==> src/rtl/sdram_write_ctrl_if.sv <==
// Bus bundle between the SDRAM write controller and its surroundings
// (arbiter, refresh block, write FIFO and SDRAM pins).
interface sdram_write_ctrl_if;
  logic        wr_trig;
  logic        wr_req;
  logic        wr_en;
  logic        ref_req;
  logic        flag_wr_end;
  logic [3:0]  wr_cmd;
  logic [11:0] wr_addr;
  logic [1:0]  bank_addr;
  logic [15:0] wr_data;
  logic        wr_dq_oe;
  logic        wfifo_rd_en;
  logic [7:0]  wfifo_rd_data;

  // controller side
  modport master (
    input  wr_trig, wr_en, ref_req, wfifo_rd_data,
    output wr_req, flag_wr_end, wr_cmd, wr_addr, bank_addr,
           wr_data, wr_dq_oe, wfifo_rd_en
  );

  // environment side
  modport slave (
    output wr_trig, wr_en, ref_req, wfifo_rd_data,
    input  wr_req, flag_wr_end, wr_cmd, wr_addr, bank_addr,
           wr_data, wr_dq_oe, wfifo_rd_en
  );
endinterface

==> src/rtl/sdram_write_ctrl.sv <==
// SDRAM write controller: on wr_trig, requests the bus, opens the current
// row and streams WR_BURSTS 4-word bursts from a FWFT FIFO. The job is
// suspended (PRE) at a burst boundary for refresh or at row end; the
// row/column position persists across jobs so successive jobs append.
module sdram_write_ctrl #(
  parameter logic [15:0] WR_BURSTS = 16'd256
) (
  input  logic              sclk,
  input  logic              reset,
  sdram_write_ctrl_if.master bus
);

  localparam logic [3:0] CMD_NOP = 4'b0111;
  localparam logic [3:0] CMD_PRE = 4'b0010;
  localparam logic [3:0] CMD_ACT = 4'b0011;
  localparam logic [3:0] CMD_WR  = 4'b0100;

  typedef enum logic [4:0] {
    S_IDLE = 5'b00001,
    S_REQ  = 5'b00010,
    S_ACT  = 5'b00100,
    S_WR   = 5'b01000,
    S_PRE  = 5'b10000
  } state_t;

  state_t      state;
  logic [1:0]  tcnt;       // tRCD / tRP cycle counter
  logic [1:0]  burst_cnt;  // word index within a burst
  logic [15:0] burst_num;  // bursts completed in current job
  logic [6:0]  col_cnt;    // burst column (word column / 4)
  logic [11:0] row_addr;
  logic        flag_wr;    // job in progress

  logic [3:0]  wr_cmd;
  logic [11:0] wr_addr;
  logic [15:0] wr_data;
  logic        wr_dq_oe;
  logic        flag_wr_end;

  logic [15:0] burst_num_nxt;
  logic        burst_end, job_done, row_end, job_start;

  assign burst_num_nxt = burst_num + 16'd1;
  assign burst_end     = (state == S_WR) && (burst_cnt == 2'd3);
  assign job_done      = (burst_num_nxt == WR_BURSTS);
  assign row_end       = (col_cnt == 7'd127);
  assign job_start     = bus.wr_trig && !flag_wr;

  assign bus.wr_req      = (state == S_REQ);
  assign bus.wfifo_rd_en = (state == S_WR);
  assign bus.bank_addr   = 2'b00;
  assign bus.wr_cmd      = wr_cmd;
  assign bus.wr_addr     = wr_addr;
  assign bus.wr_data     = wr_data;
  assign bus.wr_dq_oe    = wr_dq_oe;
  assign bus.flag_wr_end = flag_wr_end;

  // Main FSM with registered SDRAM command/address/data outputs (one cycle behind state)
  always_ff @(posedge sclk or negedge reset) begin
    if (!reset) begin
      state       <= S_IDLE;
      tcnt        <= 2'd0;
      burst_cnt   <= 2'd0;
      wr_cmd      <= CMD_NOP;
      wr_addr     <= 12'd0;
      wr_data     <= 16'd0;
      wr_dq_oe    <= 1'b0;
      flag_wr_end <= 1'b0;
    end else begin
      wr_cmd      <= CMD_NOP;
      wr_dq_oe    <= 1'b0;
      flag_wr_end <= 1'b0;
      case (state)
        S_IDLE: if (bus.wr_trig) state <= S_REQ;
        S_REQ: begin
          if (bus.wr_en) begin
            state <= S_ACT;
            tcnt  <= 2'd0;
          end
        end
        S_ACT: begin
          if (tcnt == 2'd0) begin
            wr_cmd  <= CMD_ACT;
            wr_addr <= row_addr;
          end
          tcnt <= tcnt + 2'd1;
          if (tcnt == 2'd3) begin
            state     <= S_WR;
            burst_cnt <= 2'd0;
          end
        end
        S_WR: begin
          // FWFT: head word is valid in the pop cycle, driven on DQ next cycle
          wr_data  <= {8'h00, bus.wfifo_rd_data};
          wr_dq_oe <= 1'b1;
          if (burst_cnt == 2'd0) begin
            wr_cmd  <= CMD_WR;
            wr_addr <= {3'b000, col_cnt, 2'b00};
          end
          burst_cnt <= burst_cnt + 2'd1;
          // only leave at a burst boundary so no burst is truncated
          if (burst_cnt == 2'd3 && (job_done || bus.ref_req || row_end)) begin
            state <= S_PRE;
            tcnt  <= 2'd0;
          end
        end
        S_PRE: begin
          if (tcnt == 2'd0) begin
            wr_cmd  <= CMD_PRE;
            wr_addr <= 12'h400;   // A10 high: precharge all
          end
          tcnt <= tcnt + 2'd1;
          if (tcnt == 2'd3) begin
            if (!flag_wr) begin
              state       <= S_IDLE;
              flag_wr_end <= 1'b1;
            end else if (bus.ref_req) begin
              state       <= S_REQ;
              flag_wr_end <= 1'b1;
            end else begin
              // row crossing: keep the bus and open the next row
              state <= S_ACT;
              tcnt  <= 2'd0;
            end
          end
        end
        default: state <= S_IDLE;
      endcase
    end
  end

  // Job flag, burst accounting and persistent row/column position
  always_ff @(posedge sclk or negedge reset) begin
    if (!reset) begin
      flag_wr   <= 1'b0;
      burst_num <= 16'd0;
      col_cnt   <= 7'd0;
      row_addr  <= 12'd0;
    end else begin
      if (job_start) begin
        flag_wr   <= 1'b1;
        burst_num <= 16'd0;
      end else if (burst_end) begin
        burst_num <= burst_num_nxt;
        if (job_done) flag_wr <= 1'b0;
      end
      if (burst_end) begin
        col_cnt <= col_cnt + 7'd1;
        if (row_end) row_addr <= row_addr + 12'd1;
      end
    end
  end

endmodule

==> src/flat_wrapper.sv <==
// flat-port wrapper written by rule: the top's interface ports become plain ports
module sdram_write_ctrl_flat 
#(
  parameter logic [15:0] WR_BURSTS = 16'd256
)
  (sclk, reset, bus_wr_trig, bus_wr_en, bus_ref_req, bus_wfifo_rd_data, bus_wr_req, bus_flag_wr_end, bus_wr_cmd, bus_wr_addr, bus_bank_addr, bus_wr_data, bus_wr_dq_oe, bus_wfifo_rd_en);
  sdram_write_ctrl_if bus_i ();
  input  logic sclk;
  input  logic reset;
  input wire logic [$bits(bus_i.wr_trig)-1:0] bus_wr_trig;
  input wire logic [$bits(bus_i.wr_en)-1:0] bus_wr_en;
  input wire logic [$bits(bus_i.ref_req)-1:0] bus_ref_req;
  input wire logic [$bits(bus_i.wfifo_rd_data)-1:0] bus_wfifo_rd_data;
  output wire logic [$bits(bus_i.wr_req)-1:0] bus_wr_req;
  output wire logic [$bits(bus_i.flag_wr_end)-1:0] bus_flag_wr_end;
  output wire logic [$bits(bus_i.wr_cmd)-1:0] bus_wr_cmd;
  output wire logic [$bits(bus_i.wr_addr)-1:0] bus_wr_addr;
  output wire logic [$bits(bus_i.bank_addr)-1:0] bus_bank_addr;
  output wire logic [$bits(bus_i.wr_data)-1:0] bus_wr_data;
  output wire logic [$bits(bus_i.wr_dq_oe)-1:0] bus_wr_dq_oe;
  output wire logic [$bits(bus_i.wfifo_rd_en)-1:0] bus_wfifo_rd_en;
  assign bus_i.wr_trig = bus_wr_trig;
  assign bus_i.wr_en = bus_wr_en;
  assign bus_i.ref_req = bus_ref_req;
  assign bus_i.wfifo_rd_data = bus_wfifo_rd_data;
  assign bus_wr_req = bus_i.wr_req;
  assign bus_flag_wr_end = bus_i.flag_wr_end;
  assign bus_wr_cmd = bus_i.wr_cmd;
  assign bus_wr_addr = bus_i.wr_addr;
  assign bus_bank_addr = bus_i.bank_addr;
  assign bus_wr_data = bus_i.wr_data;
  assign bus_wr_dq_oe = bus_i.wr_dq_oe;
  assign bus_wfifo_rd_en = bus_i.wfifo_rd_en;
  sdram_write_ctrl #(.WR_BURSTS(WR_BURSTS)) u_core (.sclk(sclk), .reset(reset), .bus(bus_i));
endmodule
==> config.mk <==
export PLATFORM = sky130hd
export DESIGN_NAME = sdram_write_ctrl_flat
export DESIGN_NICKNAME = d
export VERILOG_FILES = /design/src/rtl/sdram_write_ctrl_if.sv /design/src/rtl/sdram_write_ctrl.sv /design/src/flat_wrapper.sv
export SDC_FILE = /design/constraint.sdc
export NUM_CORES = 1
export LEC_CHECK = 0
export ABC_AREA = 1
export CAP_MARGIN = 20
export CELL_PAD_IN_SITES_DETAIL_PLACEMENT = 0
export CELL_PAD_IN_SITES_GLOBAL_PLACEMENT = 2
export CORE_ASPECT_RATIO = 1.1
export CORE_MARGIN = 8
export CORE_UTILIZATION = 30
export DETAILED_ROUTE_END_ITERATION = 12
export PLACE_DENSITY = 0.76
export SLEW_MARGIN = 10
export SYNTH_ARGS = -nofsm -noshare
export SYNTH_HDL_FRONTEND = slang
export SYNTH_SLANG_ARGS = --single-unit
==> constraint.sdc <==
create_clock -name sclk -period 2.3 [get_ports sclk]
set_input_delay 0.69 -clock sclk [delete_from_list [all_inputs] [get_ports sclk]]
set_output_delay 0.69 -clock sclk [all_outputs]
set_load 0.01 [all_outputs]
==> metrics.md, run 1 <==
| Metric | Value |
|---|---|
| Outcome | completed |
| Die extent in x | approximately 120 microns |
| Critical Path Start | u_core.state[2] |
| Seq pwr share | 41.8% |
| Main flop type after synthesis | dfrtp_1 |
| CTS tree | yes |
| Worst r2r path cells | 16 |
| DR iter-0 viols | 115 |
| Die Ht | about 130 microns |
| Critical path type | reg2out |
| Num ports | 51 |
| Register area share after synthesis | a little under half |
| Dpl hpwl | 6.642 mm |
| Final ANT Viol Nets | 0 |
| Count of different cell masters after synthesis | 37 |
| Worst-skew pair later-pin latency | roughly 330 ps |
| Antenna cell count | 0 |
| Layout filler cell count | 1251 |
| All-Layer GR Usage | 11.71% |
| Most common cell in the netlist | nand2_1 |
| Crit path required time | 1610 ps |
| Part of the power in the clock network | 39.6% |
| Max Cap Viol | 0 |
| CTS sink count | 70 |
| Initial cell density of the core | 30.60% |
| Pwr dens | 754.8 mW/mm^2 |
| GP Congestion | 0.8124 |
| CP max stage cell | dfrtp_1 |
| Worst Setup End Kind | primary output |
| Clock root buffer master | clkbuf_16 |
| Combinational share of power | about a fifth |
| Cells after Synth | 438 |
| Vias in the first global route | roughly 3100 |
| Antenna violations before repair | 0 |
| Largest net degree at the start of global routing | 41 |
| Yosys top cell area share | 44.85% |
| Sw Ratio | 27.77% |
| Most instantiated cells after synthesis | nand2_1, dfrtp_1, inv_1, nor2_1, nand3_1 |
| Final min period | 2124 ps |
| I/O Buffers | 39 |
| CP max FO | 3 |
| CP startpoint kind | register |
| Critical Path AT | 1430 ps |
| Fmax | 470.8 MHz |
| Slowest Stage Delay on Critical Path | approximately 400 ps |
| Reg2reg start | u_core.burst_num[0] |
| Endpoints failing setup | 0 |
| Multi-input logic area | 0.001657 sq mm |
| Routed vias/inst | around 4.5 |
| H-tree lvl count | 3 |
| CTS buffer count | 9 |
| Switch Pwr | 957.7 uW |
| R2R Path End | u_core.tcnt[0] |
| Clk buf depth | 2 |
| Top cells by area, synth | dfrtp_1, nand2_1, inv_1, xor2_1, nor2_1 |
| WP buf/inv | 2 |
| FF+latch area | 0.001757 sq mm |
| Worst hold path class | in2async |
| Asr flop ratio synth | 100.0% |
| Synth area leader | dfrtp_1 |
| Crit path max-delay family | flip-flops |
| Syn Std Cell Area | 0.003682 sq mm |
| Drt total wl | 8.830 mm |
| Row count | 42 |
| Total leakage power | 0.002147 uW |
| Residual DRC count | 0 |
| Clock tree skew after final layout | 9.413 ps |
| Die ar. | 0.01608 sq mm |
| Core area | 0.01203 sq mm |
| Avg Inst Size Synth | 8.407 sq um |
| Layout cells sized above 1 | 11.76% |
| RSZ-0062 raised after global routing | false |
| Total power | 3449 uW |
| Reg-to-reg slack, setup | 250 ps |
| Sequence of cells on the critical path | nor2_1 -> inv_1 -> nor4_2 -> dlygate4sd2_1 |
| Clock slew at reported path FFs | 60 ps |
| Drt wl/cell | 13.65 microns |
| First-pass GRT wire length | about 15 mm |
| DR pass1 iterations | 4 |
| Worst vdd ir | 310.8 uV |
| Yosys reg bits | 70 |
| Setup Fix Bufs, Post-CTS | 0 |
| Vias | 2933 |
| Setup_tns | 0 ps |
| Post-synth EDFFs | 0 |
| Final hold violation count | 0 |
| Yosys Warn Count | 0 |
| Internal | 2491 uW |
| Nets | 509 |
| GRT Residual Overflow | 0 |
| Layout area overhead | 24.09% |
| Final Cycle Share | 92.35% |
| Final Slew Violations | 0 |
-- layout make-up --
class / count / area share, %
timing repair buffer: 47 / 10.02
tap: 154 / 4.217
multi-input combinational: 305 / 36.25
clock inverter: 6 / 1.369
sequential: 70 / 38.44
inverter: 55 / 4.682
clock buffer: 10 / 5.011
-- cells in the final DEF (no fill, tap or decap), types with 2 or more instances in the layout --
master,Yosys,final
a31oi_1,4,4
clkinvlp_4,0,3
clkbuf_16,0,9
nor3_1,3,3
nor2_2,6,6
a21oi_1,2,2
nand3_1,20,20
nand2_2,3,3
ha_1,8,7
clkinv_2,0,2
dfrtp_1,66,66
nor2_1,33,31
nand2_1,131,131
conb_1,1,11
o31ai_1,3,3
nand2_4,2,2
o21ai_0,18,17
dfstp_2,4,4
nor2_4,2,4
nor4_4,2,2
nand4_1,14,14
o22ai_1,12,12
xor2_1,17,17
clkdlybuf4s50_1,0,36
inv_1,54,54
buf_4,12,8
dlygate4sd2_1,0,2
nand3_2,2,2
-- power groups by stage --
stage / combinational, uW / clock [uW] / sequential (uW)
2_1_floorplan: 338 / 0 / 1490
3_3_place_gp: 649 / 0 / 1460
3_5_place_dp: 649 / 0 / 1460
4_1_cts: 655 / 1420 / 1450
5_1_grt: 720 / 1470 / 1460
6_report: 642 / 1370 / 1440
-- cells by family (layout without fill, tap and decap cells) --
logic type	after synthesis	after routing	synth area share, %
XOR/XNOR	18	18	4.281
other	1	11	0.1018
flip-flops	70	70	47.71
AO/OA/AOI/OAI	41	41	6.524
AND/OR/NAND/NOR	226	226	29.39
multiplexers	1	1	0.3058
buffers and inverters	73	118	8.970
adder cells (fa/ha/maj)	8	8	2.718
-- metrics by stage --
stage / cell area, sq um / hold WS [ps] / std cells / util [%] / setup slack [ps]
floorplan: 3720 / 394.4 / 448 / - / 485.0
global placement: 4257 / 463.7 / 631 / 35.37 / 149.1
detailed placement: 4257 / 468.4 / 631 / 35.37 / 121.0
CTS: 4552 / 309.5 / 647 / 37.82 / 132.7
global route: 4569 / 328.7 / 647 / 37.97 / 0.8882
finish: 4569 / 300.0 / 647 / 37.97 / 176.0
-- what timing repair did --
item,CTS,global route
gates resized for setup,3,6
hold buffers,0,0
endpoints found under the hold margin,0,0
cloned,0,0
endpoints found under the setup margin,2,7
-- state kept, by name, indices dropped and copies added, names as in the netlist, 3 cells and up --
signal	cells
u_core.bus.wr_data	8
u_core.state	5
u_core.burst_num	16
u_core.bus.wr_addr	12
u_core.col_cnt	7
u_core.bus.wr_cmd	3
u_core.row_addr	12
-- how the worst max path moves through the flow --
stage | to | slack (ps) | depth (start not counted)
CTS | bus_wr_req | 130 | 4
finish | bus_wr_req | 180 | 4
floorplan | u_core.tcnt[0] | 490 | 16
global placement | u_core.tcnt[0] | 150 | 13
detailed placement | bus_wr_req | 120 | 4
global route | u_core.tcnt[0] | 0.9 | 16
-- routing by layer --
layer	global-route usage, %	up-vias	wire length, microns
met3	2.614	10	232
li1	-	1491	-
met4	4.187	0	125
met1	14.97	1395	4209
met2	18.80	37	4262
met5	0	-	0
No activity file was read; power rests on OpenSTA's default activity.
==> run 2, diff against run 1 <==
--- a/config.mk
+++ b/config.mk
@@ -14,2 +14,3 @@
 export CORE_UTILIZATION = 30
+export CTS_CLUSTER_SIZE = 28
 export DETAILED_ROUTE_END_ITERATION = 12
==> constraint.sdc (replaced) <==
create_clock -name sclk -period 2.3 [get_ports sclk]
set_input_delay 0.46 -clock sclk [delete_from_list [all_inputs] [get_ports sclk]]
set_output_delay 0.46 -clock sclk [all_outputs]
set_load 0.01 [all_outputs]
==> metrics.md, run 2 (synthesis gave the netlist of run 1 again) <==
| Metric | Value |
|---|---|
| Vias | 2901 (was 2933) |
| H-tree lvl count | 3 (unchanged) |
| Final ANT Viol Nets | 0 (unchanged) |
| DR pass1 iterations | 4 (unchanged) |
| Worst slew margin | 64.64% |
| Critical path type | reg2out (unchanged) |
| Worst Setup End Kind | primary output (unchanged) |
| Largest net degree at the start of global routing | 38 (was 41) |
| Initial cell density of the core | 30.60% (unchanged) |
| Met3 Usage GRT | 2.014% (was 2.614%) |
| Layout cells sized above 1 | 11.43% (was 11.76%) |
| RSZ-0062 raised after global routing | true (was false) |
| Die extent in x | 121.6 microns (unchanged) |
| Final Cycle Share | 95.83% (was 92.35%) |
| Antenna cell count | 0 (unchanged) |
| M1 GR Usage | 15.52% (was 14.97%) |
| Residual DRC count | 0 (unchanged) |
| Worst r2r path cells | 16 (unchanged) |
| Endpoints failing setup | 0 (unchanged) |
| Largest Register | u_core.burst_num (unchanged) |
| Fin util | 37.81% (was 37.97%) |
| Worst vdd ir | 399.6 uV (was 310.8 uV) |
| Die ar. | 0.01608 sq mm (unchanged) |
| CP max FO | 20 (was 3) |
| GRT Residual Overflow | 0 (unchanged) |
| I/O Buffers | 39 (unchanged) |
| Max Cap Viol | 0 (unchanged) |
| Non-Filler Instances | 644 (was 647) |
| Die Ht | 132.2 microns (unchanged) |
| Worst-skew pair later-pin latency | 330 ps (about the same) |
| Final hold violation count | 0 (unchanged) |
| Drt total wl | 8.770 mm (was 8.830 mm) |
| Final Slew Violations | 0 (unchanged) |
| Met2 Usage GRT | 18.28% (was 18.80%) |
| Final min period | 2204 ps (was 2124 ps) |
| Vias in the first global route | 3061 (was 3070) |
| CTS tree | yes (unchanged) |
| First-pass GRT wire length | 15.35 mm (was 15.24 mm) |
| Global route hottest layer | met2 (unchanged) |
| Clock root buffer master | clkbuf_16 (unchanged) |
| Hold_buf cts | 0 (unchanged) |
| Drt wl/cell | 13.62 microns (was 13.65 microns) |
| Routed vias/inst | 4.505 (was 4.533) |
| Worst-margin pin slew | 529.1 ps |
| Total power | 3484 uW (was 3449 uW) |
| Pwr dens | 765.6 mW/mm^2 (was 754.8 mW/mm^2) |
| Critical Path AT | 1740 ps (was 1430 ps) |
| Placed Area | 0.004234 sq mm (was 0.004257 sq mm) |
| Clock slew at reported path FFs | 60 ps (about the same) |
| Nets | 506 (was 509) |
| Crit path required time | 1840 ps (was 1610 ps) |
| Placed Cells | 628 (was 631) |
| Dpl hpwl | 6.548 mm (was 6.642 mm) |
| Commonest cells after routing, fill and taps aside | nand2_1, dfrtp_1, inv_1, clkdlybuf4s50_1, nor2_1 (unchanged) |
| Worst hold path class | in2async (unchanged) |
| CTS sink count | 70 (unchanged) |
| CTS buffer count | 9 (unchanged) |
| Clk buf depth | 2 (unchanged) |
| Layout filler cell count | 1245 (was 1251) |
| Clock tree skew after final layout | 7.952 ps (was 9.413 ps) |
| CP startpoint kind | register (unchanged) |
| GP Congestion | 0.7956 (was 0.8124) |
| Antenna violations before repair | 0 (unchanged) |
| Outcome | completed (unchanged) |
| Layout area overhead | 23.58% (was 24.09%) |
| Core area | 0.01203 sq mm (unchanged) |
| Fmax | 453.7 MHz (was 470.8 MHz) |
| DR iter-0 viols | 131 (was 115) |
| Commonest non-fill, non-tap cell in the layout | nand2_1 (unchanged) |
| All-Layer GR Usage | 11.72% (was 11.71%) |
| Num ports | 51 (unchanged) |
| Top Registers | u_core.burst_num (16), u_core.bus.wr_addr (12), u_core.row_addr (12) (unchanged) |
| Cell area after layout | 0.004551 sq mm (was 0.004569 sq mm) |
| Setup_tns | 0 ps (unchanged) |
| Total leakage power | 0.002152 uW (was 0.002147 uW) |
| Max reg flops | 16 (unchanged) |
| Row count | 42 (unchanged) |
run 2: cell types whose count changed in the layout (fill, tap and decap cells not counted), moves of 2 or more:
cell,previous run,this run
buf_4,8,5
clkinvlp_4,3,1
dlygate4sd2_1,2,0
nor2_2,6,8
nor2_4,4,2
run 2: final timing paths:
check | startpoint | end | slack, ps
max | u_core.state[2] | bus_wfifo_rd_en | 100
min | reset | u_core.burst_num[7] | 80
max reg2reg | u_core.burst_num[1] | u_core.tcnt[0] | 290
min reg2reg | u_core.bus.wr_data[6] | u_core.bus.wr_data[6] | 480
max in group asynchronous | reset | u_core.bus.wr_cmd[0] | 1590
min in group sclk | u_core.bus.wr_data[6] | u_core.bus.wr_data[6] | 480
run 2: worst max-delay path, cell delays in order (launching register included):
cell and delay (ps):
dfrtp_1 400, nor2_2 150, nand3_4 120, inv_8 160
clkdlybuf4s50_1 570
run 2: stage by stage:
step                      setup slack, ps  hold slack (ps)
after floorplan                     485.0            164.4
after global placement              273.9            458.2
after detailed placement            210.1            457.3
after CTS                           36.16            101.3
after global routing               0.5056            116.8
final                               95.90            83.67
run 2: where the power goes:
| group | total [uW] | leakage [uW] | switching, uW | internal, uW |
|---|---|---|---|---|
| Combinational | 646 | 0.00110 | 349 | 297 |
| Clock | 1390 | 0.000148 | 528 | 865 |
| Sequential | 1440 | 0.000907 | 82.8 | 1360 |
run 2: timing repair:
item,CTS,global route
endpoints found under the hold margin,0,0
setup endpoints to repair,1,8
resized for setup,1,4
setup buffers,0,0
gates cloned,0,0
run 2: layout make-up:
class / count / area, sq um / share of cell area, %
repair buffers: 44 / 440.4 / 9.678
clock inverters: 6 / 61.31 / 1.347
multi-input cells: 305 / 1647 / 36.18
well taps: 154 / 192.7 / 4.234
flip-flops and latches: 70 / 1757 / 38.60
inverters: 55 / 214.0 / 4.702
clock buffers: 10 / 239.0 / 5.252
run 2: per-layer routing:
metal	up-vias	wire length, microns
met4	0	125
li1	1476	-
met1	1377	4293
met3	8	248
met2	40	4102
met5	-	0
==> variant: new RTL, settings of run 1 <==
The 5 states of `state_t` get a binary encoding in 3 bits.
--- a/src/rtl/sdram_write_ctrl.sv
+++ b/src/rtl/sdram_write_ctrl.sv
@@ -15,12 +15,12 @@
   localparam logic [3:0] CMD_ACT = 4'b0011;
   localparam logic [3:0] CMD_WR  = 4'b0100;
 
-  typedef enum logic [4:0] {
-    S_IDLE = 5'b00001,
-    S_REQ  = 5'b00010,
-    S_ACT  = 5'b00100,
-    S_WR   = 5'b01000,
-    S_PRE  = 5'b10000
+  typedef enum logic [2:0] {
+    S_IDLE = 3'd0,
+    S_REQ  = 3'd1,
+    S_ACT  = 3'd2,
+    S_WR   = 3'd3,
+    S_PRE  = 3'd4
   } state_t;
 
   state_t      state;
Behaviour: same outputs for any inputs over 10 cycles, from zero or initial values and one cycle with reset low; not proved beyond that.
==> variant against run 1 <==
  * Register-to-register slack gained 40 ps
  * Sequential cell count shrank 2
  * Die area shrank 5.0%
  * Setup slack gained 52 ps
  * Area after synthesis shrank 5.7%
  * Cell area shrank 2.5%
  * Routed wire length shrank 4.6%
  * Core utilization grew 1.1 points
  * Clock skew shrank 3.0 ps
  * Largest cell class unchanged
  * Highest routed layer unchanged
Power is not compared: it rests on default switching activity, and its combinational part moved more than twofold at a synthesized area within 25%.
==> variant: results (changes against run 1) <==
stage	metric	value	unit	change
outcome	outcome	finished clean		unchanged
worst_setup_path	biggest cell delay along the critical path	530	ps	was 400 ps
yosys	Distinct cells, synth	30		was 37
finish	final net count	498		was 509
yosys	Syn Area/Cell	8.13	um2	was 8.41 um2
global_route	largest net degree at the start of global routing	69		was 41
route	first drt pass iteration count	6		was 4
route	wire per inst	13.3	um	was 13.6 um
yosys	commonest cells in the synthesized netlist	nand2_1, dfrtp_1, inv_1, nor2_1, nand3_1		unchanged
worst_setup_path	CP Max Fanout	1		was 3
finish	multi-input gate count	301		was 305
sta	Fmax	483	MHz	was 471 MHz
finish	Layout clock buffers	11		was 10
global_route	GRT Util Overall	11.9	%	was 11.7%
sta	Fin Hold WS	351	ps	was 300 ps
finish	share of layout cells above drive strength 1	9.96	%	was 11.8%
placed_design	placed instance count	615		was 631
placed_design	Place WS	103	ps	was 121 ps
worst_setup_path	CP endpoint	bus_wr_cmd[1]		was bus_wr_req
finish	sequential cells	68		was 70
worst_setup_path	critical path data arrival time	1380	ps	was 1430 ps
worst_setup_path	reg2reg start	u_core.burst_num[2]		was u_core.burst_num[0]
global_route	vias in the first global route	2935		was 3,070
route	via density per instance	4.49		was 4.53
placed_design	Final Wtd Congestion	0.776		was 0.812
finish	Seq area share	38.3	%	was 38.4%
finish	clock-cell share of area	8.09	%	was 6.38%
placed_design	DP HPWL	6100	um	was 6640 um
finish	multi-input combinational cell area	1540	um2	was 1660 um2
worst_setup_path	Reg2Reg Depth	15		was 16
worst_setup_path	CP top delay family	buffers and inverters		was flip-flops
route	DRT Wirelength	8430	um	was 8830 um
finish	Non-clock buffers	48		was 47
[variant: cell count changes in the layout (fill, tap and decap cells not counted), moves of 4 or more]
cell | run 1 | this run
inv_1 | 54 | 47
nor2_2 | 6 | 2
xnor2_1 | 1 | 8
a31oi_1 | 4 | 8
nand2_1 | 131 | 136
nand3_1 | 20 | 25
xor2_1 | 17 | 9
nor2_1 | 31 | 35
[variant: metal layers]
metal | share of wire, % | up-vias | routed length [um] | GRT usage [%]
met2 | 46 | 50 | 3890 | 18.6
met1 | 48 | 1331 | 4040 | 15.1
li1 | - | 1444 | - | -
met5 | 0 | - | 0 | 0
met4 | 1.7 | 0 | 145 | 5.36
met3 | 4.2 | 11 | 352 | 3.15
[variant: logic make-up after synthesis]
kind of cell,synth area share (%)
adder cells (fa/ha/maj),2.88
other,0.108
XOR/XNOR,4.29
AND/OR/NAND/NOR,28.7
AO/OA/AOI/OAI,6.27
flip-flops,49.1
buffers and inverters,8.61
